==> src/rtl/wide_proc_pkg.sv <==
// Shared types for the wide-datapath instruction sequencer: opcodes, FSM states, queued command.
package wide_proc_pkg;

  localparam logic [1:0] OP_LOAD  = 2'b00;
  localparam logic [1:0] OP_STORE = 2'b01;
  localparam logic [1:0] OP_ADD   = 2'b10;
  localparam logic [1:0] OP_MUL   = 2'b11;

  localparam int CMD_W = 13;

  typedef enum logic [2:0] {
    ST_IDLE     = 3'd0,
    ST_SETUP    = 3'd1,
    ST_XFER     = 3'd2,
    ST_ALU_WAIT = 3'd3,
    ST_ALU_WB   = 3'd4,
    ST_RETIRE   = 3'd5
  } state_t;

  typedef struct packed {
    logic [1:0] op;
    logic [1:0] rsel;
    logic [8:0] addr;
  } cmd_t;

  // LOAD and STORE are the only opcodes that touch memory.
  function automatic logic is_mem_op(input logic [1:0] op);
    return (op == OP_LOAD) || (op == OP_STORE);
  endfunction

endpackage

==> src/rtl/wide_proc_sequencer_if.sv <==
// Command intake, processor control outputs and status of the wide-datapath sequencer.
interface wide_proc_sequencer_if #(
  parameter int CNT_W = 16
);
  import wide_proc_pkg::*;

  // A command is transferred on any rising edge where instr_valid && instr_ready;
  // instr_ready depends only on registered FIFO state, never on instr_valid.
  logic             instr_valid;
  logic             instr_ready;
  logic [1:0]       instr_op;
  logic [1:0]       instr_reg;
  logic [8:0]       instr_addr;

  logic [1:0]       reg_select;
  logic [8:0]       mem_address;
  logic             ALU_Control;
  logic             control;
  logic             mem_to_reg_enable;
  logic             mem_to_reg;

  logic             busy;
  logic             done;
  logic             err;
  logic [CNT_W-1:0] retired_count;
  state_t           dbg_state;

  modport master (
    output instr_valid, instr_op, instr_reg, instr_addr,
    input  instr_ready, reg_select, mem_address, ALU_Control, control,
           mem_to_reg_enable, mem_to_reg, busy, done, err, retired_count, dbg_state
  );

  modport slave (
    input  instr_valid, instr_op, instr_reg, instr_addr,
    output instr_ready, reg_select, mem_address, ALU_Control, control,
           mem_to_reg_enable, mem_to_reg, busy, done, err, retired_count, dbg_state
  );

endinterface

==> src/rtl/wide_instr_fifo.sv <==
// Synchronous command FIFO; head entry is visible combinationally whenever not empty.
module wide_instr_fifo
  import wide_proc_pkg::*;
#(
  parameter int DEPTH = 4
) (
  input  logic clk,
  input  logic rst,
  input  logic push_i,
  input  cmd_t wdata_i,
  input  logic pop_i,
  output cmd_t rdata_o,
  output logic full_o,
  output logic empty_o
);

  localparam int AW = $clog2(DEPTH);

  // One extra pointer bit separates full from empty when the indices match.
  logic [AW:0] wr_ptr_q, wr_ptr_d;
  logic [AW:0] rd_ptr_q, rd_ptr_d;
  cmd_t        mem_q [DEPTH];
  logic        do_push;
  logic        do_pop;

  assign empty_o = (wr_ptr_q == rd_ptr_q);
  assign full_o  = (wr_ptr_q[AW] != rd_ptr_q[AW]) && (wr_ptr_q[AW-1:0] == rd_ptr_q[AW-1:0]);
  assign do_pop  = pop_i && !empty_o;
  assign do_push = push_i && (!full_o || do_pop);
  assign rdata_o = mem_q[rd_ptr_q[AW-1:0]];

  assign wr_ptr_d = do_push ? wr_ptr_q + 1'b1 : wr_ptr_q;
  assign rd_ptr_d = do_pop  ? rd_ptr_q + 1'b1 : rd_ptr_q;

  always_ff @(posedge clk or posedge rst) begin
    if (rst) begin
      wr_ptr_q <= '0;
      rd_ptr_q <= '0;
    end else begin
      wr_ptr_q <= wr_ptr_d;
      rd_ptr_q <= rd_ptr_d;
    end
  end

  always_ff @(posedge clk) begin
    if (do_push) mem_q[wr_ptr_q[AW-1:0]] <= wdata_i;
  end

endmodule

==> src/rtl/wide_proc_sequencer.sv <==
// Sequences queued LOAD/STORE/ADD/MUL commands into per-cycle control patterns for the
// 512-bit register/ALU/memory datapath, covering its registered read latencies.
module wide_proc_sequencer
  import wide_proc_pkg::*;
#(
  parameter int FIFO_DEPTH = 4,
  parameter int CNT_W      = 16,
  parameter int MAX_ADDR   = 496
) (
  input  logic                  clk,
  input  logic                  rst,
  wide_proc_sequencer_if.slave  bus
);

  state_t           state_q, state_d;
  cmd_t             cmd_q;
  logic [CNT_W-1:0] count_q;

  cmd_t fifo_head;
  cmd_t in_cmd;
  logic fifo_full;
  logic fifo_empty;
  logic push;
  logic pop;
  logic addr_bad;

  logic m2r_en;
  logic m2r;
  logic alu_wb;
  logic done_p;
  logic err_p;

  assign in_cmd = '{op: bus.instr_op, rsel: bus.instr_reg, addr: bus.instr_addr};
  assign push   = bus.instr_valid && !fifo_full;
  assign pop    = (state_q == ST_IDLE) && !fifo_empty;

  wide_instr_fifo #(.DEPTH(FIFO_DEPTH)) u_fifo (
    .clk     (clk),
    .rst     (rst),
    .push_i  (push),
    .wdata_i (in_cmd),
    .pop_i   (pop),
    .rdata_o (fifo_head),
    .full_o  (fifo_full),
    .empty_o (fifo_empty)
  );

  // A memory access window is 16 words, so the base must leave room for base+15.
  assign addr_bad = is_mem_op(cmd_q.op) && (cmd_q.addr > 9'(MAX_ADDR));

  always_ff @(posedge clk or posedge rst) begin
    if (rst) state_q <= ST_IDLE;
    else     state_q <= state_d;
  end

  always_comb begin
    state_d = state_q;
    case (state_q)
      ST_IDLE:     if (!fifo_empty) state_d = ST_SETUP;
      ST_SETUP: begin
        if (addr_bad)                    state_d = ST_IDLE;
        else if (is_mem_op(cmd_q.op))    state_d = ST_XFER;
        else                             state_d = ST_ALU_WAIT;
      end
      ST_XFER:     state_d = ST_RETIRE;
      ST_ALU_WAIT: state_d = ST_ALU_WB;
      ST_ALU_WB:   state_d = ST_RETIRE;
      ST_RETIRE:   state_d = ST_IDLE;
      default:     state_d = ST_IDLE;
    endcase
  end

  // Strobes decode straight from the state register so reset clears them at once.
  always_comb begin
    m2r_en = 1'b0;
    m2r    = 1'b0;
    alu_wb = 1'b0;
    done_p = 1'b0;
    err_p  = 1'b0;
    case (state_q)
      ST_SETUP:  err_p = addr_bad;
      ST_XFER: begin
        m2r_en = 1'b1;
        m2r    = (cmd_q.op == OP_LOAD);
      end
      ST_ALU_WB: alu_wb = 1'b1;
      ST_RETIRE: done_p = 1'b1;
      default: ;
    endcase
  end

  always_ff @(posedge clk or posedge rst) begin
    if (rst) begin
      cmd_q   <= '0;
      count_q <= '0;
    end else begin
      if (pop)                  cmd_q   <= fifo_head;
      if (state_q == ST_RETIRE) count_q <= count_q + 1'b1;
    end
  end

  // Address, register and ALU-op selects are simply the latched command, held until the next pop.
  assign bus.reg_select        = cmd_q.rsel;
  assign bus.mem_address       = cmd_q.addr;
  assign bus.control           = (cmd_q.op == OP_MUL);
  assign bus.mem_to_reg_enable = m2r_en;
  assign bus.mem_to_reg        = m2r;
  assign bus.ALU_Control       = alu_wb;
  assign bus.done              = done_p;
  assign bus.err               = err_p;
  assign bus.instr_ready       = !fifo_full;
  assign bus.busy              = (state_q != ST_IDLE) || !fifo_empty;
  assign bus.retired_count     = count_q;
  assign bus.dbg_state         = state_q;

endmodule
==> src/flat_wrapper.sv <==
// flat-port wrapper written by rule: the top's interface ports become plain ports
module wide_proc_sequencer_flat import wide_proc_pkg::*;
#(
  parameter int FIFO_DEPTH = 4,
  parameter int CNT_W      = 16,
  parameter int MAX_ADDR   = 496
)
  (clk, rst, bus_instr_valid, bus_instr_op, bus_instr_reg, bus_instr_addr, bus_instr_ready, bus_reg_select, bus_mem_address, bus_ALU_Control, bus_control, bus_mem_to_reg_enable, bus_mem_to_reg, bus_busy, bus_done, bus_err, bus_retired_count, bus_dbg_state);
  wide_proc_sequencer_if #(.CNT_W(CNT_W)) bus_i ();
  input  logic clk;
  input  logic rst;
  input wire logic [$bits(bus_i.instr_valid)-1:0] bus_instr_valid;
  input wire logic [$bits(bus_i.instr_op)-1:0] bus_instr_op;
  input wire logic [$bits(bus_i.instr_reg)-1:0] bus_instr_reg;
  input wire logic [$bits(bus_i.instr_addr)-1:0] bus_instr_addr;
  output wire logic [$bits(bus_i.instr_ready)-1:0] bus_instr_ready;
  output wire logic [$bits(bus_i.reg_select)-1:0] bus_reg_select;
  output wire logic [$bits(bus_i.mem_address)-1:0] bus_mem_address;
  output wire logic [$bits(bus_i.ALU_Control)-1:0] bus_ALU_Control;
  output wire logic [$bits(bus_i.control)-1:0] bus_control;
  output wire logic [$bits(bus_i.mem_to_reg_enable)-1:0] bus_mem_to_reg_enable;
  output wire logic [$bits(bus_i.mem_to_reg)-1:0] bus_mem_to_reg;
  output wire logic [$bits(bus_i.busy)-1:0] bus_busy;
  output wire logic [$bits(bus_i.done)-1:0] bus_done;
  output wire logic [$bits(bus_i.err)-1:0] bus_err;
  output wire logic [$bits(bus_i.retired_count)-1:0] bus_retired_count;
  output wire logic [$bits(bus_i.dbg_state)-1:0] bus_dbg_state;
  assign bus_i.instr_valid = bus_instr_valid;
  assign bus_i.instr_op = bus_instr_op;
  assign bus_i.instr_reg = bus_instr_reg;
  assign bus_i.instr_addr = bus_instr_addr;
  assign bus_instr_ready = bus_i.instr_ready;
  assign bus_reg_select = bus_i.reg_select;
  assign bus_mem_address = bus_i.mem_address;
  assign bus_ALU_Control = bus_i.ALU_Control;
  assign bus_control = bus_i.control;
  assign bus_mem_to_reg_enable = bus_i.mem_to_reg_enable;
  assign bus_mem_to_reg = bus_i.mem_to_reg;
  assign bus_busy = bus_i.busy;
  assign bus_done = bus_i.done;
  assign bus_err = bus_i.err;
  assign bus_retired_count = bus_i.retired_count;
  assign bus_dbg_state = bus_i.dbg_state;
  wide_proc_sequencer #(.FIFO_DEPTH(FIFO_DEPTH), .CNT_W(CNT_W), .MAX_ADDR(MAX_ADDR)) u_core (.clk(clk), .rst(rst), .bus(bus_i));
endmodule
==> config.mk <==
export PLATFORM = sky130hd
export DESIGN_NAME = wide_proc_sequencer_flat
export DESIGN_NICKNAME = d
export VERILOG_FILES = /design/src/rtl/wide_proc_pkg.sv /design/src/rtl/wide_proc_sequencer_if.sv /design/src/rtl/wide_instr_fifo.sv /design/src/rtl/wide_proc_sequencer.sv /design/src/flat_wrapper.sv
export SDC_FILE = /design/constraint.sdc
export NUM_CORES = 1
export LEC_CHECK = 0
export CAP_MARGIN = 5
export CORE_UTILIZATION = 55
export DETAILED_ROUTE_END_ITERATION = 10
export MAX_ROUTING_LAYER = met4
export PLACE_DENSITY = 0.8
export SYNTH_ARGS = -nofsm -noshare
export SYNTH_HDL_FRONTEND = slang
export SYNTH_SLANG_ARGS = --single-unit
==> constraint.sdc <==
create_clock -name clk -period 5.9 [get_ports clk]
set_clock_uncertainty 0.2 [all_clocks]
set_input_delay 1.18 -clock clk [delete_from_list [all_inputs] [get_ports clk]]
set_output_delay 1.18 -clock clk [all_outputs]
set_load 0.1 [all_outputs]
==> flow_summary.toml <==
[clocking]
tritoncts = "done"
htreeDepth = 3
clkSinkCount = 90
cts_made_buffers = 9
cts_resized = 0
holdBufCountCts = 0
cts.reportedPaths.clkPinSlew_ns = 0.09
cts-root-buf = "clkbuf_8"
post-cts-setup-buffers = 0
clockBufferDepth = 2
insertion_delay_ns = 0.35

[worst_setup_path]
start_kind = "register"
cp_cell_sequence = "xnor2_2, nand3_1, or2_2, clkdlybuf4s50_1"
setup.worst_path.end_class = "primary output"
crit_path_max_fanout = 16
crit_type = "register to primary output"
critical-path-slowest-cell = "clkdlybuf4s50_1"
slowest_delay_ns = 0.97
required_ns = 4.52
crit_arrival_ns = 2.82

[synthesis]
synth_top_flop_cell = "edfxtp_1"
synth.most_common_cell = "edfxtp_1"
synth_nets = 247
synth_cell_types = 38
synth_top_cell_by_area = "edfxtp_1"
syn_area_mm2 = 0.003792
synth_common_cells = "edfxtp_1 (52), dfrtp_1 (38), xnor2_1 (17)"
async_flop_share_pct = 42.22
synth_edf_count = 52
ys_ff_latch = 90
synth_warnings = 0
netlist.area_leader.share_pct = 41.17
avgSynthCellArea_um2 = 16.86
netlist_instances = 225
yosysSeqAreaShare_pct = 66.25
yosys-top-cells-area = "edfxtp_1 (41%), dfrtp_1 (25%), mux4_2 (7.7%)"

[sta]
finalCriticalPeriod_ns = 4.196
fmax_ghz = 0.2383
drv_slew = 0
min_period_over_period_pct = 71.11
finalHoldViolCount = 0
setup_viol = 0
worstMarginPinSlew_ns = 0.9952
max_slew_margin_pct = 33.45
tns_ns = 0
rsz0062_at_grt = "false"

[global_routing]
grt_pass1_wl_um = 9949
antenna_found_initial = 0
grt_pass1_vias = 1972
grt_max_degree = 39
grtUsageTotal_pct = 19.49
grt-ovfl-total = 0

[cells_and_area]
diodes = 0
multi_input_area_mm2 = 0.001111
syn_to_final_growth_pct = 18.21
fillCellCount = 448
fin_nets = 294
seq_area_mm2 = 0.002512
drive_gt1_share_pct = 18.77

[die]
core_area_mm2 = 0.006495
die_area_mm2 = 0.007231
std_cell_rows = 29
start_util_pct = 58.39
die_h_um = 85.04
die_w_um = 85.04
io_pins = 54

[detailed_routing]
wl_met2_um = 3148
top_layer = "met4"
drt-pass1-iter-count = 4
route.detailed.drc = 0
ant_nets = 0
vias = 1975
dr.first_iter.drc_count = 75
avgRoutedWirePerCell_um = 17.31
drt-vias-per-instance = 5.579
wl_met3_um = 235
wl_met1_um = 2657
wirelength_um = 6129

[job]
maxCapViolCount = 0

[status]
status = "finished, final reports clean"

[placement]
portBuffers = 53
hpwl_um = 4049
globalplace.congestion = 0.7713

[min_path]
hp-class = "register to register"
## routing by layer
metal  up-vias  global-route usage (%)
li1        916                       -
met5         -                       -
met3        10                   3.696
met2        60                   31.89
met4         0                   8.629
met1       989                   23.83
## worst max-delay path, delay by kind of cell, from the launching register on
family	cells	cell delay, ns
buf+inv	1	0.97
flops	1	0.84
xor+xnor	1	0.23
simple gates	2	0.43
## registers in the layout (all words and copies together), names as in the netlist
register	flops
u_core.bus.mem_address	9
u_core.bus.retired_count	16
u_core.u_fifo.rd_ptr_q	3
u_core.cmd_q	2
u_core.u_fifo.wr_ptr_q	3
u_core.u_fifo.mem_q	52
u_core.bus.dbg_state	3
u_core.bus.reg_select	2
## cells in the final DEF, fill, tap and decap left out, types with 2 or more instances in the layout
cell type	n
nand3_1	9
dfrtp_1	38
nor3_1	3
ha_1	6
nand2_1	9
and3_1	6
xnor2_1	17
nor2_1	3
edfxtp_1	52
clkbuf_8	9
and4_1	2
xnor2_2	2
inv_1	5
mux2_2	8
buf_4	2
inv_6	3
clkinvlp_4	2
mux4_2	13
mux2_4	8
clkdlybuf4s50_1	53
o21ai_0	2
nand4_1	4
nor4_1	2
xor2_1	3
## metrics by stage
step                worst slack [ns]  std cells  area [um2]  hold slack (ns)  utilization, %
CTS                            1.690        354        4483           0.2770           69.02
global placement               2.095        338        4284           0.2589           65.96
global route                   1.630        354        4483           0.2866           69.02
floorplan                     0.4723        225        3792           0.2619               -
detailed placement             2.080        338        4284           0.2663           65.96
finish                         1.704        354        4483           0.2705           69.02
## final cells by class
class | instances | area share [%]
clock inverter | 7 | 1.675
timing repair buffer | 55 | 12.17
inverter | 5 | 0.4186
multi-input combinational | 111 | 24.78
clock buffer | 9 | 2.763
tap | 77 | 2.149
sequential | 90 | 56.04
## worst paths after layout
path / startpoint / endpoint / slack, ns / cells past startpoint
setup reg to reg: u_core.u_fifo.rd_ptr_q[1] / u_core.u_fifo.mem_q[3][4] / 3.39 / 3
setup / recovery: u_core.u_fifo.rd_ptr_q[1] / bus_busy / 1.70 / 4
max in group asynchronous: rst / u_core.cmd_q[12] / 4.10 / 3
min in group asynchronous: rst / u_core.bus.mem_address[1] / 1.05 / 3
hold reg to reg: u_core.bus.retired_count[15] / u_core.bus.retired_count[15] / 0.27 / 1
hold / removal: u_core.bus.retired_count[15] / u_core.bus.retired_count[15] / 0.27 / 1
## kinds of logic (layout without fill, tap and decap cells)
| logic type | Yosys count | after routing | share of synthesized area, % |
|---|---|---|---|
| flip-flops | 90 | 90 | 66.25 |
| AND/OR/NAND/NOR | 50 | 50 | 7.622 |
| multiplexers | 29 | 29 | 13.26 |
| buffers and inverters | 24 | 76 | 4.454 |
| XOR/XNOR | 22 | 22 | 5.477 |
| adder cells (fa/ha/maj) | 6 | 6 | 1.979 |
| AO/OA/AOI/OAI | 4 | 4 | 0.9567 |
Power is left out: the tool's default activity adds up to more than one toggle a clock period on the data nets, which glitch-free logic cannot reach.
==> RTL edit: new RTL, same flow settings <==
`FIFO_DEPTH` is set to 4 in 2 places; all go to 2.
--- a/src/rtl/wide_proc_sequencer.sv
+++ b/src/rtl/wide_proc_sequencer.sv
@@ -5,3 +5,3 @@
 #(
-  parameter int FIFO_DEPTH = 4,
+  parameter int FIFO_DEPTH = 2,
   parameter int CNT_W      = 16,
--- a/src/flat_wrapper.sv
+++ b/src/flat_wrapper.sv
@@ -3,3 +3,3 @@
 #(
-  parameter int FIFO_DEPTH = 4,
+  parameter int FIFO_DEPTH = 2,
   parameter int CNT_W      = 16,
Function: changed (a bounded check fails within 4 cycles, from zero or initial values and one cycle with rst high).
==> RTL edit against the original RTL <==
  * The flow now finishes with violations (DRC)
  * Critical path depth decreased by 1
  * Synthesized cell count down 12%
  * Critical endpoint is now bus_instr_ready
  * Area after synthesis down 30%
  * Design area decreased by 26%
  * Sequential cell count is 28 lower
  * Setup slack gained 75 ps
  * Routed wire length decreased by 32%
  * Via count fell by 20%
Power is left out: the tool's default activity adds up to more than one toggle a clock period on the data nets, which glitch-free logic cannot reach.
==> RTL edit: results (changes against the original RTL) <==
status=finished with violations; failing checks=DRC; internal reg-to-reg setup slack=3150 ps (-240 ps); share of layout cells above drive strength 1=10.8% (-7.9 points); dpl hpwl=2.77 mm (-32%); max incr delay on CP=1140 ps (+170 ps); r2r worst-path depth=4 (+1); synth top area cells=dfrtp_1 34%, edfxtp_1 29%, mux2i_1 4.9%; worst setup path startpoint=u_core.u_fifo.rd_ptr_q[0]; crit path time final=4120 ps (-74.5 ps); largest net degree at the start of global routing=37 (-5.1%); syn_nets=214 (-13%); vias in the first global route=1524 (-23%); Via Count=1586 (-20%); clock slew at reported path FFs=70 ps (-20 ps); Skew-Pair Late Insertion Delay=330 ps (-20 ps); Post-synth EDFFs=26 (-50%); pre-CTS setup slack=2150 ps (+66.3 ps); GP Congestion=0.762 (-1.3%); Async SR Flop Fraction=58.1% (+16 points); layout net count=261 (-11%); CP Data Arrival Time=2740 ps (-80 ps); register area share after synthesis=63.5% (-2.7 points); Iter 0 DRT Violations=63 (-16%); most common library cells after synthesis=36 x dfrtp_1, 26 x edfxtp_1, 25 x nand2_1; mean routed wirelength per cell=13.8 µm (-20%); DR pass1 iterations=7 (+3); DRC=4 (+4)
[RTL edit: cell types whose count changed in the layout (fill, tap and decap cells not counted), moves of 5 or more]
cell,delta
edfxtp_1,-26
nand2_1,+16
mux2i_1,+13
mux4_2,-13
mux2_4,-8
mux2_2,-7
o21ai_1,+7
o21ai_2,+6
ha_1,-5
nand3_1,-5
[RTL edit: layer usage]
layer,track usage (%),vias to the layer above,part of all wire (%)
li1,-,776,-
met1,22.8,758,43
met2,30.3,44,51
met3,4.64,8,3.8
met4,12.0,0,2.1
met5,-,-,0
[RTL edit: logic make-up after synthesis]
logic type                 share of synthesized area (%)
DFF                                                 63.5
and+or+nand+nor                                     12.8
AOI/OAI and AO/OA                                   4.25
buffers and inverters                               6.14
muxes                                               5.34
xor gates and xnor gates                            7.51
adders and majority gates                          0.473
[RTL edit: cell type report]
class                   instances  area (µm²)
multi-input cells             113         803
clock inverters                 5        73.8
clock buffers                  11         131
fillers                       321        1200
repair buffers                 54         538
inverters                       4        15.0
flip-flops and latches         62        1680
well taps                      52        65.1
[RTL edit: stage by stage]
| stage | util, % | area, µm² | instances | hold WS [ps] |
|---|---|---|---|---|
| global route | 73.4 | 3310 | 301 | 285 |
| CTS | 73.4 | 3310 | 301 | 275 |
| floorplan | - | 2650 | 197 | 256 |
| global placement | 68.9 | 3100 | 285 | 262 |
| finish | 73.4 | 3310 | 301 | 273 |
| detailed placement | 68.9 | 3100 | 285 | 262 |
[RTL edit: worst min-delay path by stage]
stage          slack [ps]                           end
4_1_cts               280  u_core.bus.retired_count[15]
3_3_place_gp          260  u_core.bus.retired_count[15]
2_1_floorplan         260      u_core.bus.reg_select[0]
6_report              270  u_core.bus.retired_count[15]
5_1_grt               290  u_core.bus.retired_count[15]
3_5_place_dp          260  u_core.bus.retired_count[15]
